`config.mk`:
```
export PLATFORM = sky130hd
export DESIGN_NAME = sample_sequencer
export DESIGN_NICKNAME = d
export VERILOG_FILES = /design/src/rtl/audio_seq_pkg.sv /design/src/rtl/sat_counter8.sv /design/src/rtl/sample_sequencer.sv
export SDC_FILE = /design/constraint.sdc
export NUM_CORES = 1
export LEC_CHECK = 0
export CAP_MARGIN = 20
export CORE_UTILIZATION = 49
export CTS_CLUSTER_DIAMETER = 30
export DETAILED_ROUTE_END_ITERATION = 10
export PLACE_DENSITY = 0.76
export SLEW_MARGIN = 20
export SYNTH_ARGS = -nofsm -noshare
export SYNTH_HDL_FRONTEND = slang
export SYNTH_HIERARCHICAL = 1
export SYNTH_SLANG_ARGS = --single-unit
```
`constraint.sdc`:
```
create_clock -name mclk -period 6.9 [get_ports mclk]
set_input_delay 1.035 -clock mclk [delete_from_list [all_inputs] [get_ports mclk]]
set_output_delay 1.035 -clock mclk [all_outputs]
set_load 0.01 [all_outputs]
```
`src/rtl/audio_seq_pkg.sv`:
```
// Shared state encoding, channel codes and parameter defaults for the audio sample sequencer.
package audio_seq_pkg;

  typedef enum logic [2:0] {
    ST_INIT  = 3'd0,
    ST_IDLE  = 3'd1,
    ST_START = 3'd2,
    ST_WAIT  = 3'd3,
    ST_PLAY  = 3'd4
  } state_t;

  localparam logic [1:0] CH_BYPASS = 2'd0;

  localparam int HOLD_CYCLES_DEF = 4;
  localparam int TIMEOUT_DEF     = 255;

endpackage

```
`src/rtl/sat_counter8.sv`:
```
// 8-bit event counter that sticks at 255; one cycle from inc to updated count, no backpressure.
module sat_counter8 (
  input  logic       mclk,
  input  logic       rst,
  input  logic       inc,
  output logic [7:0] cnt
);

  logic [7:0] cnt_q, cnt_d;

  always_comb begin
    cnt_d = cnt_q;
    if (inc && (cnt_q != 8'hFF)) cnt_d = cnt_q + 8'd1;
  end

  always_ff @(posedge mclk or negedge rst) begin
    if (!rst) cnt_q <= '0;
    else      cnt_q <= cnt_d;
  end

  assign cnt = cnt_q;

endmodule

```
`src/rtl/sample_sequencer.sv`:
```
// Routes each ADC sample straight to the DAC or through an effect processor with a timeout fallback.
// Bypass plays one cycle after the in_en edge; samples arriving while busy are dropped and counted.
module sample_sequencer
  import audio_seq_pkg::*;
#(
  parameter int HOLD_CYCLES = HOLD_CYCLES_DEF,
  parameter int TIMEOUT     = TIMEOUT_DEF
) (
  input  logic        mclk,
  input  logic        rst,
  input  logic        init_done,
  input  logic [15:0] in_data,
  input  logic        in_en,
  input  logic [1:0]  channel,
  output logic        proc_start,
  output logic [1:0]  proc_sel,
  output logic [15:0] proc_data,
  input  logic        proc_done,
  input  logic [15:0] proc_result,
  output logic [15:0] out_data,
  output logic        out_valid,
  output logic        busy,
  output logic [7:0]  overrun_cnt,
  output logic [7:0]  timeout_cnt
);

  localparam logic [15:0] TMO_LAST  = 16'(TIMEOUT - 1);
  localparam logic [7:0]  HOLD_LAST = 8'(HOLD_CYCLES - 1);

  state_t      state_q, state_d;
  logic        in_en_prev_q, in_en_prev_d;
  logic [15:0] smp_q, smp_d;
  logic [15:0] tmo_q, tmo_d;
  logic [7:0]  hold_q, hold_d;
  logic [15:0] out_data_q, out_data_d;
  logic [15:0] proc_data_q, proc_data_d;
  logic [1:0]  proc_sel_q, proc_sel_d;
  logic        out_valid_q, out_valid_d;
  logic        proc_start_q, proc_start_d;
  logic        busy_q, busy_d;
  logic        ovr_inc, tmo_inc;
  logic        in_evt;

  assign in_evt = in_en && !in_en_prev_q;

  always_comb begin
    state_d      = state_q;
    in_en_prev_d = in_en;
    smp_d        = smp_q;
    tmo_d        = tmo_q;
    hold_d       = hold_q;
    out_data_d   = out_data_q;
    proc_data_d  = proc_data_q;
    proc_sel_d   = proc_sel_q;
    out_valid_d  = out_valid_q;
    proc_start_d = 1'b0;
    ovr_inc      = 1'b0;
    tmo_inc      = 1'b0;

    // Losing codec configuration aborts whatever is in flight without touching counters.
    if (!init_done) begin
      state_d     = ST_INIT;
      out_valid_d = 1'b0;
    end else begin
      case (state_q)
        ST_INIT: state_d = ST_IDLE;
        ST_IDLE: begin
          if (in_evt) begin
            smp_d = in_data;
            if (channel == CH_BYPASS) begin
              out_data_d  = in_data;
              out_valid_d = 1'b1;
              hold_d      = '0;
              state_d     = ST_PLAY;
            end else begin
              proc_start_d = 1'b1;
              proc_sel_d   = channel;
              proc_data_d  = in_data;
              state_d      = ST_START;
            end
          end
        end
        ST_START: begin
          tmo_d   = '0;
          state_d = ST_WAIT;
        end
        ST_WAIT: begin
          // A completion on the last allowed cycle still beats the timeout.
          if (proc_done) begin
            out_data_d  = proc_result;
            out_valid_d = 1'b1;
            hold_d      = '0;
            state_d     = ST_PLAY;
          end else if (tmo_q == TMO_LAST) begin
            out_data_d  = smp_q;
            out_valid_d = 1'b1;
            tmo_inc     = 1'b1;
            hold_d      = '0;
            state_d     = ST_PLAY;
          end else begin
            tmo_d = tmo_q + 16'd1;
          end
        end
        ST_PLAY: begin
          if (hold_q == HOLD_LAST) begin
            out_valid_d = 1'b0;
            state_d     = ST_IDLE;
          end else begin
            hold_d = hold_q + 8'd1;
          end
        end
        default: state_d = ST_INIT;
      endcase

      if (in_evt && (state_q == ST_START || state_q == ST_WAIT || state_q == ST_PLAY))
        ovr_inc = 1'b1;
    end

    busy_d = (state_d == ST_START) || (state_d == ST_WAIT) || (state_d == ST_PLAY);
  end

  always_ff @(posedge mclk or negedge rst) begin
    if (!rst) begin
      state_q      <= ST_INIT;
      in_en_prev_q <= 1'b0;
      smp_q        <= '0;
      tmo_q        <= '0;
      hold_q       <= '0;
      out_data_q   <= '0;
      proc_data_q  <= '0;
      proc_sel_q   <= '0;
      out_valid_q  <= 1'b0;
      proc_start_q <= 1'b0;
      busy_q       <= 1'b0;
    end else begin
      state_q      <= state_d;
      in_en_prev_q <= in_en_prev_d;
      smp_q        <= smp_d;
      tmo_q        <= tmo_d;
      hold_q       <= hold_d;
      out_data_q   <= out_data_d;
      proc_data_q  <= proc_data_d;
      proc_sel_q   <= proc_sel_d;
      out_valid_q  <= out_valid_d;
      proc_start_q <= proc_start_d;
      busy_q       <= busy_d;
    end
  end

  sat_counter8 u_ovr_cnt (
    .mclk (mclk),
    .rst  (rst),
    .inc  (ovr_inc),
    .cnt  (overrun_cnt)
  );

  sat_counter8 u_tmo_cnt (
    .mclk (mclk),
    .rst  (rst),
    .inc  (tmo_inc),
    .cnt  (timeout_cnt)
  );

  assign proc_start = proc_start_q;
  assign proc_sel   = proc_sel_q;
  assign proc_data  = proc_data_q;
  assign out_data   = out_data_q;
  assign out_valid  = out_valid_q;
  assign busy       = busy_q;

endmodule

```
==> summary.txt, run 1 <==
Timing
  – Maximum operating frequency: 0.3136 GHz
  – Post-Route Skew: 9.390 ps
  – Slew Viols, Final: 0
  – Final worst-path cycle share: 46.21%
  – Setup-failing EPs final: 0
  – Max_slew headroom: 32.54%
  – Final setup TNS: 0 ps
  – Final Critical Period: 3188 ps
  – Actual slew at the worst max-slew pin: 1011 ps
  – RSZ-0062 raised after global routing: no
  – Hold slack final: 477.2 ps
  – Hold Vio Cnt, Final: 0

Synthesis
  – Mapped Area: 4746 sq um
  – Area share of the largest cell type after synthesis: 51.15%
  – Distinct cells, synth: 64
  – Cells after synthesis: 447
  – Top post-synthesis cells by area: dfrtp_1, mux2_2, nand2_1, mux2i_1, o21ai_0
  – Mapped Nets: 491
  – Cell taking the most area after synthesis: dfrtp_1
  – Ys flop type: dfrtp_1
  – Sequential-to-total area share from yosys stat: 51.15%
  – Syn Area/Cell: 10.62 sq um
  – Yosys reg bits: 97
  – Post-synth ARST share: 100.0%
  – Syn. warnings: 6
  – Post-synth EDFFs: 0

Clock network
  – H-tree depth: 3
  – CTS hold repair buffers: 0
  – Worst-path clk slew: 90 ps
  – Post-CTS resize count: 0
  – Post-CTS Setup Inserts: 0
  – Num CTS Buffers: 9
  – Root Buffer: clkbuf_8
  – CTS tree: built
  – Bufs on Longest Clock Path: 2
  – Clock Latency Late Sink: 360 ps
  – Clock Sinks: 97

Route
  – Via density: 5.627
  – DR WL/cell: 16.32 um
  – Vias: 3759
  – Total Wirelength: 10900 um
  – Drt initial violations: 194
  – Pre-antenna DRT Iters: 4
  – Post-route DRC: 0
  – Antenna viol nets, final: 0

Power
  – IR drop worst, VDD: 0.1392 mV
  – Leak pwr: 2.579 nW
  – Power per cell area: 238.2 nW/um^2

Setup path
  – Worst reg2reg path depth: 6
  – Critical path data arrival time: 3440 ps
  – Setup crit end: proc_data[3]$_DFFE_PN0P_
  – Reg2Reg Setup Slack: 4100 ps
  – Crit-path max FO: 17
  – Setup CP Type: primary input to flop
  – CP Capture Type: flop
  – Reg2reg start: hold_q[0]$_DFFE_PN0P_
  – Req. time, crit path: 7150 ps
  – RR Endpoint: proc_data[3]$_DFFE_PN0P_
  – Critical path startpoint category: primary input
  – Worst setup path startpoint: in_en

Placement
  – Placer Congestion: 0.8456
  – Post-placement cell count: 653
  – PortBufs: 91
  – Placed inst area: 5782 sq um
  – Post-detail-place hpwl: 7561 um

Layout
  – Number of filler instances in the final layout: 765
  – Most common cell after layout, fill and taps aside: dfrtp_1
  – Commonest non-fill, non-tap cells in the layout: dfrtp_1, clkdlybuf4s50_1, nand2_1, nor2_1, mux2_2
  – N_diodes: 0
  – Nets: 579
  – FF/Latch Area: 2427 sq um
  – Synth-to-layout area growth: 26.92%
  – Finished Layout Cells: 668
  – Layout cell share with drive strength beyond 1: 14.84%
  – Design Area, Final: 6023 sq um
  – Footprint of the multi-input gates: 2217 sq um

Floorplan
  – Initial Utilization: 50.88%
  – Die X: 100.4 um
  – FP Rows: 35
  – Core area: 9328 sq um
  – Die area: 10080 sq um
  – IO Pins: 92
  – Die Span Y: 100.4 um

Hold path
  – Worst min-delay path class: flop to flop
  – Hold Crit Start: proc_sel[0]$_DFFE_PN0P_

Global route
  – GRT Util Overall: 23.73%
  – Remaining global-route overflow: 0
  – First-pass GRT wire length: 18600 um
  – Pin count of the biggest net entering global routing: 69
  – Initial antenna violation count: 0
  – Vias in the first global route: 3770

Outcome
  – Status: completed

Job
  – Max-Cap Viols: 0
==> cell usage after synthesis (2+ instances only) <==
cell type  number
nor4b_1         2
o21ai_0        32
nor3_1          3
nand4_1        12
clkbuf_1       12
o21ai_2         2
o22a_1          6
xnor2_1         7
dfrtp_1        97
and4_4          2
buf_2           5
nor2_1         37
o31ai_1         2
a41oi_1         2
ha_1            5
and4_1          4
nor2b_1         3
nand2b_1        4
a31oi_1         4
nand3_1        10
mux2_2         35
xor2_1          5
inv_1           7
mux2i_1        16
and2_1          2
nor4_1          4
or3_1           7
nand3_2         3
and3_1          8
nand2_1        45
a21oi_1        29
mux2_4          2
or2_2           2
==> state kept, by name (all words and copies together), names as in the netlist <==
| signal | count |
|---|---|
| u_tmo_cnt/cnt | 8 |
| busy | 1 |
| proc_data | 16 |
| proc_sel | 2 |
| out_valid | 1 |
| proc_start | 1 |
| hold_q | 8 |
| out_data | 16 |
| smp_q | 16 |
| state_q | 3 |
| u_ovr_cnt/cnt | 8 |
| in_en_prev_q | 1 |
| tmo_q | 16 |
==> area by class of cell <==
type / instances / area share, %
clock buffers: 10 / 2.285
clock inverters: 5 / 1.724
inverters: 7 / 0.4362
multi-input cells: 324 / 36.81
flip-flops and latches: 97 / 40.30
well taps: 129 / 2.680
repair buffers: 96 / 15.77
==> cells by family (layout without fill, tap and decap cells) <==
group | after synthesis | in the layout | synth area share, %
and+or+nand+nor | 160 | 160 | 18.06
DFF | 97 | 97 | 51.15
AOI/OAI and AO/OA | 93 | 93 | 12.44
muxes | 54 | 54 | 12.55
buffers and inverters | 26 | 118 | 2.267
xor gates and xnor gates | 12 | 12 | 2.215
adders and majority gates | 5 | 5 | 1.318
==> per-stage QoR <==
| stage | worst slack (ps) | utilization (%) | power [W] |
|---|---|---|---|
| 3_3_place_gp | 3408 | 61.86 | 0.0009907 |
| 4_1_cts | 3720 | 64.57 | 0.001451 |
| 5_1_grt | 3591 | 64.57 | 0.001505 |
| 6_report | 3712 | 64.57 | 0.001435 |
| 3_5_place_dp | 3347 | 61.99 | 0.001005 |
| 2_1_floorplan | 4307 | - | 0.0008291 |
==> where the power goes <==
group | total, W | internal [W] | switching [W]
Sequential | 0.000703 | 0.000650 | 0.0000531
Combinational | 0.000290 | 0.000171 | 0.000119
Clock | 0.000441 | 0.000249 | 0.000193
==> per-layer routing <==
metal	global-route usage, %	part of all wire, %
met5	0	0
met4	9.253	1.6
met3	4.805	4.9
met2	39.57	49
met1	30.46	45
==> worst min path at each step <==
| stage | slack [ps] | cells past startpoint | endpoint |
|---|---|---|---|
| 2_1_floorplan | 480 | 1 | smp_q[10]$_DFFE_PN0P_ |
| 3_3_place_gp | 460 | 2 | proc_sel[1]$_DFFE_PN0P_ |
| 3_5_place_dp | 460 | 2 | proc_sel[0]$_DFFE_PN0P_ |
| 4_1_cts | 480 | 2 | proc_sel[0]$_DFFE_PN0P_ |
| 5_1_grt | 510 | 2 | proc_sel[1]$_DFFE_PN0P_ |
| 6_report | 480 | 2 | proc_sel[0]$_DFFE_PN0P_ |
==> worst max-delay path: stages <==
cell and delay [ps]:
clkdlybuf4s50_1 520, nor2b_1 190, nor2_1 80, or3_1 390, nor2_2 800, mux2_2 430
Note: power is estimated with default switching activity, not from simulation.
==> run 2, diff against run 1 <==
Clock period 6.9 ns to 3.15 ns, I/O delays scaled along.
==> run 2 against run 1 <==
Effect of this change: global-route usage is 1.5 points lower; sequential power is 120% higher; critical path depth is 2 higher; sequential share of layout area is 0.12 points higher; non-clock buffer count is 4 higher; largest power group unchanged; power is 100% higher; final cell count is 0.75% higher; hold slack worse by 300 ps.
==> summary.txt, run 2 (synthesized netlist as in run 1, its figures left out) <==
Floorplan
  – Core area: 9328 sq um (unchanged)
  – Die X: 100.4 um (unchanged)
  – IO Pins: 92 (unchanged)
  – FP Rows: 35 (unchanged)
  – Initial Utilization: 50.88% (unchanged)
  – Die Span Y: 100.4 um (unchanged)
  – Die area: 10080 sq um (unchanged)

Global route
  – GRT Util Overall: 22.24% (-1.5 points)
  – Vias in the first global route: 3688 (-2.2%)
  – Remaining global-route overflow: 0 (unchanged)
  – Pin count of the biggest net entering global routing: 60 (-13%)
  – First-pass GRT wire length: 17580 um (-5.5%)
  – Initial antenna violation count: 0 (unchanged)

Timing
  – Setup-failing EPs final: 0 (unchanged)
  – Final Critical Period: 2552 ps
  – Max_slew headroom: 48.97% (+16 points)
  – Final WS setup: 597.6 ps (-3114 ps)
  – Actual slew at the worst max-slew pin: 765.4 ps (-245.4 ps)
  – Hold slack final: 172.9 ps (-304.2 ps)
  – Final worst-path cycle share: 81.03%
  – Final setup TNS: 0 ps (unchanged)
  – RSZ-0062 raised after global routing: no
  – Post-Route Skew: 15.98 ps (+6.592 ps)
  – Slew Viols, Final: 0 (unchanged)
  – Maximum operating frequency: 0.3918 GHz
  – Hold Vio Cnt, Final: 0 (unchanged)

Clock network
  – Worst-path clk slew: 100 ps (about the same)
  – Bufs on Longest Clock Path: 2 (unchanged)
  – Clock Latency Late Sink: 370 ps (about the same)
  – Clock Sinks: 97 (unchanged)
  – H-tree depth: 3 (unchanged)
  – Post-CTS resize count: 0 (unchanged)
  – Root Buffer: clkbuf_8
  – CTS hold repair buffers: 0 (unchanged)
  – CTS tree: built
  – Num CTS Buffers: 9 (unchanged)
  – Post-CTS Setup Inserts: 0 (unchanged)

Layout
  – Nets: 583 (+0.69%)
  – N_diodes: 0 (unchanged)
  – Layout cell share with drive strength beyond 1: 15.63% (+0.78 points)
  – Commonest non-fill, non-tap cells in the layout: dfrtp_1, clkdlybuf4s50_1, nand2_1, nor2_1, mux2_2
  – Synth-to-layout area growth: 26.55%
  – Most common cell after layout, fill and taps aside: dfrtp_1

Route
  – Total Wirelength: 10560 um (-3.2%)
  – Post-route DRC: 0 (unchanged)
  – DR WL/cell: 15.68 um (-3.9%)
  – Pre-antenna DRT Iters: 4 (unchanged)
  – Antenna viol nets, final: 0 (unchanged)
  – Vias: 3747 (-0.32%)
  – Drt initial violations: 185 (-4.6%)
  – Via density: 5.568 (-1.1%)

Power
  – Leak pwr: 2.569 nW (-0.39%)
  – Total power: 0.002936 W (+100%)
  – IR drop worst, VDD: 0.3181 mV (+130%)
  – Power per cell area: 488.8 nW/um^2 (+110%)

Job
  – Max-Cap Viols: 0 (unchanged)

Setup path
  – CP max-delay cell: or4_4
  – Crit-path cells: or4_4, nor4_4, buf_4, inv_1, nor2_1, and4_4, nand3_2, mux2_4
  – CP Capture Type: flop
  – Setup CP Type: flop to flop
  – Crit-path max FO: 8 (-9)
  – Worst reg2reg path depth: 8 (+2)
  – Critical path startpoint category: flop
  – Max incr delay on CP: 550 ps (-250 ps)
  – Req. time, crit path: 3400 ps (-3750 ps)
  – Critical path data arrival time: 2800 ps (-640 ps)

Placement
  – Worst slack, placed: 550.2 ps (-2797 ps)
  – Post-detail-place hpwl: 7217 um (-4.6%)
  – Placer Congestion: 0.8420 (-0.43%)
  – PortBufs: 91 (unchanged)

Hold path
  – Worst min-delay path class: primary input to asynchronous set/reset pin

Outcome
  – Status: completed
## run 2: cell count changes in the layout (fill, tap and decap cells not counted)
cell / before / now
inv_6: 0 / 2
buf_6: 1 / 0
clkbuf_8: 10 / 9
clkinvlp_4: 0 / 2
buf_12: 0 / 1
clkinv_2: 1 / 0
bufinv_16: 3 / 0
buf_4: 5 / 9
clkinv_4: 1 / 2
inv_8: 0 / 1
## run 2: through the flow
step	std cells	util [%]	area, sq um
6_report	673	64.39	6006
4_1_cts	673	64.39	6006
2_1_floorplan	447	-	4746
3_3_place_gp	657	62.40	5821
5_1_grt	673	64.39	6006
3_5_place_dp	657	62.40	5821
## run 2: final timing paths
kind,start,endpoint,slack [ps]
min in group mclk,proc_sel[0]$_DFFE_PN0P_,proc_sel[0]$_DFFE_PN0P_,490
setup reg to reg,tmo_q[13]$_DFFE_PN0P_,u_tmo_cnt/cnt[7]$_DFFE_PN0P_,600
setup / recovery,tmo_q[13]$_DFFE_PN0P_,u_tmo_cnt/cnt[7]$_DFFE_PN0P_,600
max in group asynchronous,rst,tmo_q[7]$_DFFE_PN0P_,2290
hold / removal,rst,hold_q[4]$_DFFE_PN0P_,170
hold reg to reg,proc_sel[0]$_DFFE_PN0P_,proc_sel[0]$_DFFE_PN0P_,490
## run 2: layer usage
metal | GRT usage [%] | vias to the layer above | wire [um]
li1 | - | 1806 | -
met1 | 27.89 | 1838 | 4733
met2 | 36.88 | 92 | 5077
met3 | 6.825 | 11 | 607
met4 | 6.912 | 0 | 136
met5 | 0 | - | 0
## run 2: worst max-delay path: cells and delay by family (launching register included)
kind / cells / cell delay, ps
buffers and inverters: 2 / 250
flip-flops: 1 / 420
AND/OR/NAND/NOR: 5 / 1480
multiplexers: 1 / 300
## run 2: report_power, final
group	leakage, nW	switching (W)	internal, W
logic	1.20	0.000256	0.000376
clock network	0.0884	0.000466	0.000301
registers	1.28	0.000113	0.00142
## run 2: cell type report
class | count | area, sq um
fill | 774 | 3322
sequential | 97 | 2427
multi-input combinational | 324 | 2217
timing repair buffer | 100 | 988.4
tap | 129 | 161.4
clock buffer | 9 | 123.9
clock inverter | 7 | 61.31
inverter | 7 | 26.28
